--- src/rtl/cpu_pkg.sv ---
// Shared CPU definitions: opcode encoding, instruction field positions and the
// decoded-field record handed from fetch to decode.
package cpu_pkg;

    typedef enum logic [3:0] {
        OP_ADD  = 4'b0000,
        OP_SUB  = 4'b0001,
        OP_AND  = 4'b0010,
        OP_ORR  = 4'b0011,
        OP_LSL  = 4'b0100,
        OP_CMP  = 4'b0101,
        OP_SET  = 4'b0110,
        OP_LDR  = 4'b0111,
        OP_STR  = 4'b1000,
        OP_B    = 4'b1001,
        OP_BEQ  = 4'b1010,
        OP_BGE  = 4'b1011,
        OP_STOP = 4'b1101
    } opcode_e;

    typedef enum logic {
        ST_RUN  = 1'b0,
        ST_HALT = 1'b1
    } fetch_state_e;

    localparam int OP_LSB  = 28;
    localparam int IMM_BIT = 27;
    localparam int RD_LSB  = 23;
    localparam int RS1_LSB = 19;
    localparam int RS2_LSB = 15;
    localparam int IMM_W   = 19;

    typedef struct packed {
        logic [3:0]  op;
        logic        imm;
        logic [3:0]  rd;
        logic [3:0]  rs1;
        logic [3:0]  rs2;
        logic [31:0] immval;
    } id_fields_t;

    // Unused opcodes (1100, 1110, 1111) pass through untouched.
    function automatic id_fields_t decode_word(input logic [31:0] word);
        id_fields_t f;
        f.op     = word[OP_LSB +: 4];
        f.imm    = word[IMM_BIT];
        f.rd     = word[RD_LSB +: 4];
        f.rs1    = word[RS1_LSB +: 4];
        f.rs2    = word[RS2_LSB +: 4];
        f.immval = {{(32 - IMM_W){word[IMM_W-1]}}, word[IMM_W-1:0]};
        return f;
    endfunction

endpackage

--- src/rtl/fetch_skid_buf.sv ---
// One-entry skid buffer holding a fetched {word, pc} while decode is stalled.
module fetch_skid_buf
    import cpu_pkg::*;
#(
    parameter int PC_W = 10
) (
    input  logic            clk,
    input  logic            rst,
    input  logic            load,
    input  logic            unload,
    input  logic            flush,
    input  logic [31:0]     load_word,
    input  logic [PC_W-1:0] load_pc,
    output logic            valid,
    output logic [31:0]     word,
    output logic [PC_W-1:0] pc
);

    logic            valid_q, valid_d;
    logic [31:0]     word_q, word_d;
    logic [PC_W-1:0] pc_q, pc_d;

    always_comb begin
        // NOTE: defaults first, so no path leaves a signal unassigned and no latch is inferred.
        valid_d = valid_q;
        word_d  = word_q;
        pc_d    = pc_q;
        if (flush) begin
            valid_d = 1'b0;
        end else if (load) begin
            valid_d = 1'b1;
            word_d  = load_word;
            pc_d    = load_pc;
        end else if (unload) begin
            valid_d = 1'b0;
        end
    end

    // NOTE: state registers use non-blocking assignment so every flop samples pre-edge values.
    always_ff @(posedge clk or posedge rst) begin
        if (rst) valid_q <= 1'b0;
        else     valid_q <= valid_d;
    end

    // NOTE: the payload is not reset; valid_q alone says whether it means anything.
    always_ff @(posedge clk) begin
        word_q <= word_d;
        pc_q   <= pc_d;
    end

    assign valid = valid_q;
    assign word  = word_q;
    assign pc    = pc_q;

endmodule

--- src/rtl/fetch_issue_unit.sv ---
// Fetch stage: owns the PC, drives a 1-cycle synchronous instruction memory,
// and presents decoded fields to ID with stall skid, redirect flush and STOP halt.
module fetch_issue_unit
    import cpu_pkg::*;
#(
    parameter int              PC_W     = 10,
    parameter logic [PC_W-1:0] RESET_PC = '0
) (
    input  logic            clk,
    input  logic            rst,
    input  logic            stall,
    input  logic            redirect,
    input  logic [PC_W-1:0] redirect_pc,
    output logic            imem_en,
    output logic [PC_W-1:0] imem_addr,
    input  logic [31:0]     imem_rdata,
    output logic            id_valid,
    output logic [3:0]      id_op,
    output logic            id_imm,
    output logic [3:0]      id_rd,
    output logic [3:0]      id_rs1,
    output logic [3:0]      id_rs2,
    output logic [31:0]     id_immval,
    output logic [PC_W-1:0] id_pc,
    output logic            halted
);

    fetch_state_e    state_q, state_d;
    logic [PC_W-1:0] pc_q, pc_d;
    logic            inflight_valid_q, inflight_valid_d;
    logic [PC_W-1:0] inflight_pc_q, inflight_pc_d;
    logic            id_valid_q, id_valid_d;
    id_fields_t      id_q, id_d;
    logic [PC_W-1:0] id_pc_q, id_pc_d;

    logic            arrive, stop_arrive, skid_load, skid_unload;
    logic            skid_valid;
    logic [31:0]     skid_word;
    logic [PC_W-1:0] skid_pc;

    always_comb begin
        imem_en     = redirect | (state_q == ST_RUN && !stall);
        imem_addr   = redirect ? redirect_pc : pc_q;
        // Anything in flight while halted is the word after STOP and is dropped.
        arrive      = inflight_valid_q && !redirect && state_q == ST_RUN;
        stop_arrive = arrive && (imem_rdata[OP_LSB +: 4] == OP_STOP);
        skid_load   = arrive && stall;
        skid_unload = !redirect && !stall && skid_valid;
    end

    fetch_skid_buf #(.PC_W(PC_W)) u_skid (
        .clk       (clk),
        .rst       (rst),
        .load      (skid_load),
        .unload    (skid_unload),
        .flush     (redirect),
        .load_word (imem_rdata),
        .load_pc   (inflight_pc_q),
        .valid     (skid_valid),
        .word      (skid_word),
        .pc        (skid_pc)
    );

    always_comb begin
        state_d          = state_q;
        pc_d             = pc_q;
        inflight_valid_d = imem_en;
        inflight_pc_d    = inflight_pc_q;
        id_valid_d       = id_valid_q;
        id_d             = id_q;
        id_pc_d          = id_pc_q;

        // PC does not advance past STOP+1 even though that word is still issued.
        if (imem_en) begin
            inflight_pc_d = imem_addr;
            if (!stop_arrive) pc_d = imem_addr + PC_W'(1);
        end

        if (redirect)         state_d = ST_RUN;
        else if (stop_arrive) state_d = ST_HALT;

        if (redirect) begin
            id_valid_d = 1'b0;
        end else if (skid_unload) begin
            id_valid_d = 1'b1;
            id_d       = decode_word(skid_word);
            id_pc_d    = skid_pc;
        end else if (!stall) begin
            id_valid_d = arrive;
            if (arrive) begin
                id_d    = decode_word(imem_rdata);
                id_pc_d = inflight_pc_q;
            end
        end
    end

    always_ff @(posedge clk or posedge rst) begin
        if (rst) begin
            state_q          <= ST_RUN;
            pc_q             <= RESET_PC;
            inflight_valid_q <= 1'b0;
            inflight_pc_q    <= '0;
            id_valid_q       <= 1'b0;
            id_q             <= '0;
            id_pc_q          <= '0;
        end else begin
            state_q          <= state_d;
            pc_q             <= pc_d;
            inflight_valid_q <= inflight_valid_d;
            inflight_pc_q    <= inflight_pc_d;
            id_valid_q       <= id_valid_d;
            id_q             <= id_d;
            id_pc_q          <= id_pc_d;
        end
    end

    assign id_valid  = id_valid_q;
    assign id_op     = id_q.op;
    assign id_imm    = id_q.imm;
    assign id_rd     = id_q.rd;
    assign id_rs1    = id_q.rs1;
    assign id_rs2    = id_q.rs2;
    assign id_immval = id_q.immval;
    assign id_pc     = id_pc_q;
    assign halted    = (state_q == ST_HALT);

endmodule
--- config.mk ---
export PLATFORM = sky130hd
export DESIGN_NAME = fetch_issue_unit
export DESIGN_NICKNAME = d
export VERILOG_FILES = /design/src/rtl/cpu_pkg.sv /design/src/rtl/fetch_skid_buf.sv /design/src/rtl/fetch_issue_unit.sv
export SDC_FILE = /design/constraint.sdc
export NUM_CORES = 1
export LEC_CHECK = 0
export CAP_MARGIN = 15
export CORE_MARGIN = 2
export CORE_UTILIZATION = 50
export CTS_BUF_LIST = sky130_fd_sc_hd__clkbuf_8
export CTS_CLUSTER_SIZE = 25
export DETAILED_ROUTE_END_ITERATION = 8
export PLACE_DENSITY = 0.82
export SLEW_MARGIN = 20
export SYNTH_ARGS = -nofsm -noshare
export SYNTH_HDL_FRONTEND = slang
export SYNTH_SLANG_ARGS = --single-unit
--- constraint.sdc ---
create_clock -name clk -period 5.9 [get_ports clk]
set_input_delay 1.18 -clock clk [delete_from_list [all_inputs] [get_ports clk]]
set_output_delay 1.18 -clock clk [all_outputs]
set_load 0.1 [all_outputs]
# == After elaboration in Yosys (flattened, before gate mapping) ==
# Index checks and enable logic that the tools add are counted.
# word_totals
out_inout_bits,72
word_cells,53
ff_bits,125
ramBits,0
romBits,0
n_memories,0
latchBits,0
input_bits,46
# classes
magnitude_cmp,0
n_addsub,1
n_mux,15
bitwise,4
n_reduce_logical,15
shifts,0
eq_ne,3
div_mod_pow,0
multipliers,0
# op_table
cell,count
49-bit two-way mux,3
10-bit two-way mux,4
10-bit by 1-bit adder with 10-bit output (second input constant),1
1-bit two-way mux,8
1-bit logical AND,7
4-bit == test (second input constant),1
2-bit AND reduction,2
2-bit nonzero test,2
3-bit by 1-bit inequality test with 1-bit output (second input constant),1
1-bit NOT,3
3-bit AND reduction,1
3-bit nonzero test,1
1-bit logical NOT,2
2-bit by 1-bit inequality test with 1-bit output (second input constant),1
1-bit bitwise OR,1

# == Longest topological paths before layout ==
# logic_depth
word_depth,6
mapped_depth,9
ltp_nobuf,8

# == Modules after synthesis ==
# From an unflattened synthesis, not the netlist that was laid out.
# hier_totals
hier_cells,373
area_unflattened_um2,4697.0
# modules_own_cells
module,n_inst,seq_area_each_um2,cells_each,area_each_um2
fetch_issue_unit,1,1626.6,325,3384.5
fetch_skid_buf,1,1286.2,48,1312.5

# == Worst setup path after synthesis ==
# OpenSTA, ideal clock, no wires.
# synth_path
kind,in2reg
startpoint,input redirect
endpoint,register u_skid.pc_q[0] (netlist: u_skid.pc[0]) (enable)
slack_ns,-0.218
stages,3
setup_ns,0.547
required_ns,5.353
arrival_ns,5.571
n_path_buf,2
path_cell_list,buf_6 -> buf_4 -> nor4bb_1
# synth_between
elab_chain_cells,5
elab_cells_between_ends,6
cone_classes,bitwise: 1; reduce/logical: 5
# synth_rtl
item,line_no,source
start: declaration,fetch_issue_unit.sv:12,"input logic redirect,"
1-bit logical NOT,fetch_issue_unit.sv:45,arrive = inflight_valid_q && !redirect && state_q == ST_RUN;
1-bit logical AND (2 in series),fetch_issue_unit.sv:45,
1-bit logical AND,fetch_issue_unit.sv:47,skid_load = arrive && stall;
2-bit AND reduction (no line) *,-,
end signal: assignment,fetch_skid_buf.sv:48,pc_q <= pc_d;
end: declaration,fetch_skid_buf.sv:21,"logic [PC_W-1:0] pc_q, pc_d;"
# Mark *: on every way between the ends. The rest lies on a longest branch, timed or not.
# A chain may end at the register's enable or synchronous reset.

# == Final worst setup path ==
# layout_path
startpoint,input redirect
endpoint,output imem_addr[2]
# layout_between
elab_chain_cells,1
# layout_rtl
item,line_no,source
10-bit two-way mux,fetch_issue_unit.sv:43,imem_addr = redirect ? redirect_pc : pc_q;
end: declaration,fetch_issue_unit.sv:15,"output logic [PC_W-1:0] imem_addr,"
# Every way passes these cells.

==> impl_results.rst <==
.. list-table::
   :header-rows: 1

   * - Metric
     - Value
   * - Status
     - finished, final reports clean
   * - DRC viols
     - 0
   * - Data required time at the worst endpoint
     - 4.72 ns
   * - Post-CTS setup buffer count
     - 0
   * - Share of the yosys chip area belonging to registers
     - 66.0%
   * - Number of antenna violations at the first check in global routing
     - 0
   * - TritonCTS clock tree
     - yes
   * - Die height
     - 98.0 um
   * - HPWL Detailed
     - 6380 um
   * - Vias post-DR
     - 3,095
   * - Synth Area per Inst
     - 12.0 um^2
   * - Crit end category
     - primary output
   * - Clock latency reported for the late side of the worst-skew pair
     - 0.36 ns
   * - Count of state elements after synthesis
     - 108
   * - Number of distinct library cells after synthesis
     - 36
   * - Vias in the first global route
     - 3,164
   * - Number of max-capacitance violations reported
     - 0
   * - Inserted Diodes
     - 0
   * - Startpoint of the most critical setup path
     - redirect
   * - Nature of the critical path startpoint
     - input pin
   * - Highest net fanout along the worst path
     - 12
   * - Pin count of the biggest net entering global routing
     - 67
   * - Global Route Usage Sum
     - 19.9%
   * - Synthesized Nets
     - 416
   * - Via/cell ratio
     - 5.36
   * - Worst setup path endpoint
     - imem_addr[2]
   * - Area of the mapped netlist
     - 4410 um^2
   * - Number of instances on the worst hold path
     - 2
   * - Number of cells after detailed placement
     - 560
   * - Type of the worst setup path
     - input pin to primary output
   * - Number of buffers on the longest clock path
     - 2
   * - Clk_skew
     - 0.0139 ns
   * - Unrepaired setup endpoints after global routing
     - no
   * - Gates resized, CTS repair
     - 0
   * - Initial Util
     - 51.1%
   * - Total number of nets in the final design
     - 511
   * - Peak supply drop
     - 0.229 mV
   * - Total chip power
     - 2510 uW
   * - Fraction of registers with async set or reset after synthesis
     - 61.1%
   * - Rel. slew slack
     - 31.4%
   * - Total negative setup slack
     - 0 ns
   * - Total of warnings raised by yosys
     - 0
   * - Violation count after the first detailed-routing iteration
     - 123
   * - Buffers added on ports
     - 117
   * - DRT Wirelength
     - 9250 um
   * - Worst R2R Setup Slack
     - 3.63 ns
   * - Clock-pin slew of the registers on the worst-case setup and hold paths
     - 0.09 ns
   * - Layout cell share with drive strength beyond 1
     - 9.59%
   * - Cells after Synth
     - 369
   * - DIE WIDTH
     - 98.0 um
   * - Data arrival, critical path
     - 3.24 ns
   * - Number of fillers in the final layout
     - 662
   * - Die area
     - 9600 um^2
   * - Endpoint of the worst register-to-register path
     - id_immval[9]
   * - Num ports
     - 118
   * - DR WL/cell
     - 16.0 um
   * - Number of search-and-repair iterations in the first detailed-routing pass
     - 4
   * - Fin crit period
     - 4.42 ns
   * - Cell Count, Final, Fillers Out
     - 577
   * - Count of final hold-check violations
     - 0
   * - Residual antenna-violating net count after detailed routing
     - 0
   * - H-tree lvl count
     - 3
   * - First-pass GRT wire length
     - 15,500 um
   * - Most used flip-flop cell after synthesis
     - dfrtp_1
   * - Global route overflow
     - 0
   * - Layout overhead on the synthesized area
     - 29.6%
   * - Number of cells on the worst reg-to-reg path
     - 5
   * - Number of standard-cell rows in the floorplan
     - 34
   * - Number of enable flip-flop cells after synthesis
     - 42
   * - HP Class
     - flip-flop to flip-flop
   * - Part of the cycle the worst path needs
     - 74.9%
   * - Slew @ Worst Pin
     - 1.03 ns
   * - Fmax
     - 226 MHz
   * - Clock root buffer
     - clkbuf_8
   * - Max Slew Vio Count
     - 0
   * - Worst R2R Start
     - u_skid.valid
   * - Setup-violating endpoint count in the final report
     - 0
   * - Hold-fix buffers, CTS
     - 0
   * - Total power density per cell area
     - 439 nW/um^2
   * - Area inside the core boundary
     - 8640 um^2
   * - CTS Buf Count
     - 9
   * - Total number of clock tree sinks
     - 108
   * - RD Place Congestion
     - 0.828
   * - Static Leakage
     - 0.00227 uW
[sequential cells by signal, indices dropped and copies added (netlist names)]
| name | cells |
|---|---|
| id_rs2 | 3 |
| id_valid | 1 |
| u_skid.word | 32 |
| id_rs1 | 4 |
| halted | 1 |
| id_pc | 10 |
| id_rd | 4 |
| u_skid.pc | 10 |
| u_skid.valid | 1 |
| id_op | 4 |
| id_imm | 1 |
| pc_q | 10 |
| id_immval | 16 |
| inflight_pc_q | 10 |
| inflight_valid_q | 1 |
[layout by cell type, fill, tap and decap left out, types with 9 or more instances in the layout]
| cell type | n |
|---|---|
| nand2_1 | 45 |
| clkdlybuf4s50_1 | 106 |
| dfrtp_1 | 66 |
| clkbuf_8 | 9 |
| a21oi_1 | 20 |
| nor2_1 | 19 |
| buf_4 | 16 |
| edfxtp_1 | 42 |
| o22ai_1 | 36 |
| mux2i_1 | 15 |
| inv_1 | 12 |
| o21ai_0 | 42 |
[metrics by stage]
stage          hold WS, ns  worst slack [ns]  cell area [um^2]  util [%]
4_1_cts              0.488              1.47              5710      66.2
2_1_floorplan        0.447              1.40              4420         -
6_report             0.489              1.48              5720      66.2
3_3_place_gp         0.460              1.55              5530      64.0
3_5_place_dp         0.466              1.48              5530      64.0
5_1_grt              0.506              1.37              5720      66.2
[area by class of cell]
class / instances / area [um^2] / share of cell area, %
clock buffers: 9 / 124 / 2.17
clock inverters: 7 / 60.1 / 1.05
inverters: 13 / 48.8 / 0.853
multi-input cells: 209 / 1240 / 21.7
flip-flops and latches: 108 / 2910 / 50.9
well taps: 108 / 135 / 2.36
repair buffers: 123 / 1200 / 21.0
[worst min path at each step]
stage	start	to	slack (ns)
after detailed placement	inflight_pc_q[6]	u_skid.pc[6]	0.47
after CTS	inflight_pc_q[6]	u_skid.pc[6]	0.49
final	id_immval[2]	id_immval[2]	0.49
after floorplan	inflight_pc_q[4]	u_skid.pc[4]	0.45
after global routing	inflight_pc_q[2]	u_skid.pc[2]	0.51
after global placement	id_rd[3]	id_rd[3]	0.46
[cell usage after synthesis (2+ instances only)]
master	number	area share, %
dfrtp_1	66	37
nand2_1	45	3.8
edfxtp_1	42	29
o21ai_0	42	4.8
o22ai_1	36	5.1
a21oi_1	20	2.3
nor2_1	19	1.6
buf_4	18	3.1
mux2i_1	15	3.4
clkbuf_1	13	1.1
inv_1	12	1.0
buf_2	7	0.79
xnor2_1	6	1.2
nand3_1	3	0.34
mux2_2	2	0.51
nand4_1	2	0.28
nor3_1	2	0.23
[kinds of logic (layout without fill, tap and decap cells)]
logic type	Yosys count	after routing	synth area share, %
xor gates and xnor gates	7	7	1.39
muxes	18	18	4.22
buffers and inverters	52	152	6.32
DFF	108	108	66.0
adders and majority gates	1	1	0.283
and+or+nand+nor	82	82	8.67
AOI/OAI and AO/OA	101	101	13.1
[metal layers]
| layer | routed length, um | share of wire (%) | global-route usage, % | up-vias |
|---|---|---|---|---|
| met5 | 0 | 0 | 0 | - |
| met4 | 106 | 1.1 | 6.62 | 0 |
| met3 | 700 | 7.6 | 5.30 | 8 |
| met2 | 4350 | 47 | 31.6 | 121 |
| met1 | 4100 | 44 | 27.1 | 1487 |
| li1 | - | - | - | 1479 |
[power by group]
part,switching [uW],leakage [uW],internal [uW]
Sequential,68.5,0.00119,892
Clock,253,0.0000951,161
Combinational,888,0.000989,251
[worst max-delay path, stage by stage]
cell and delay [ns]:
clkdlybuf4s50_1 0.81, buf_4 0.32, mux2i_1 0.55, inv_1 0.11, buf_4 0.26
Note: power is estimated with default switching activity, not from simulation.
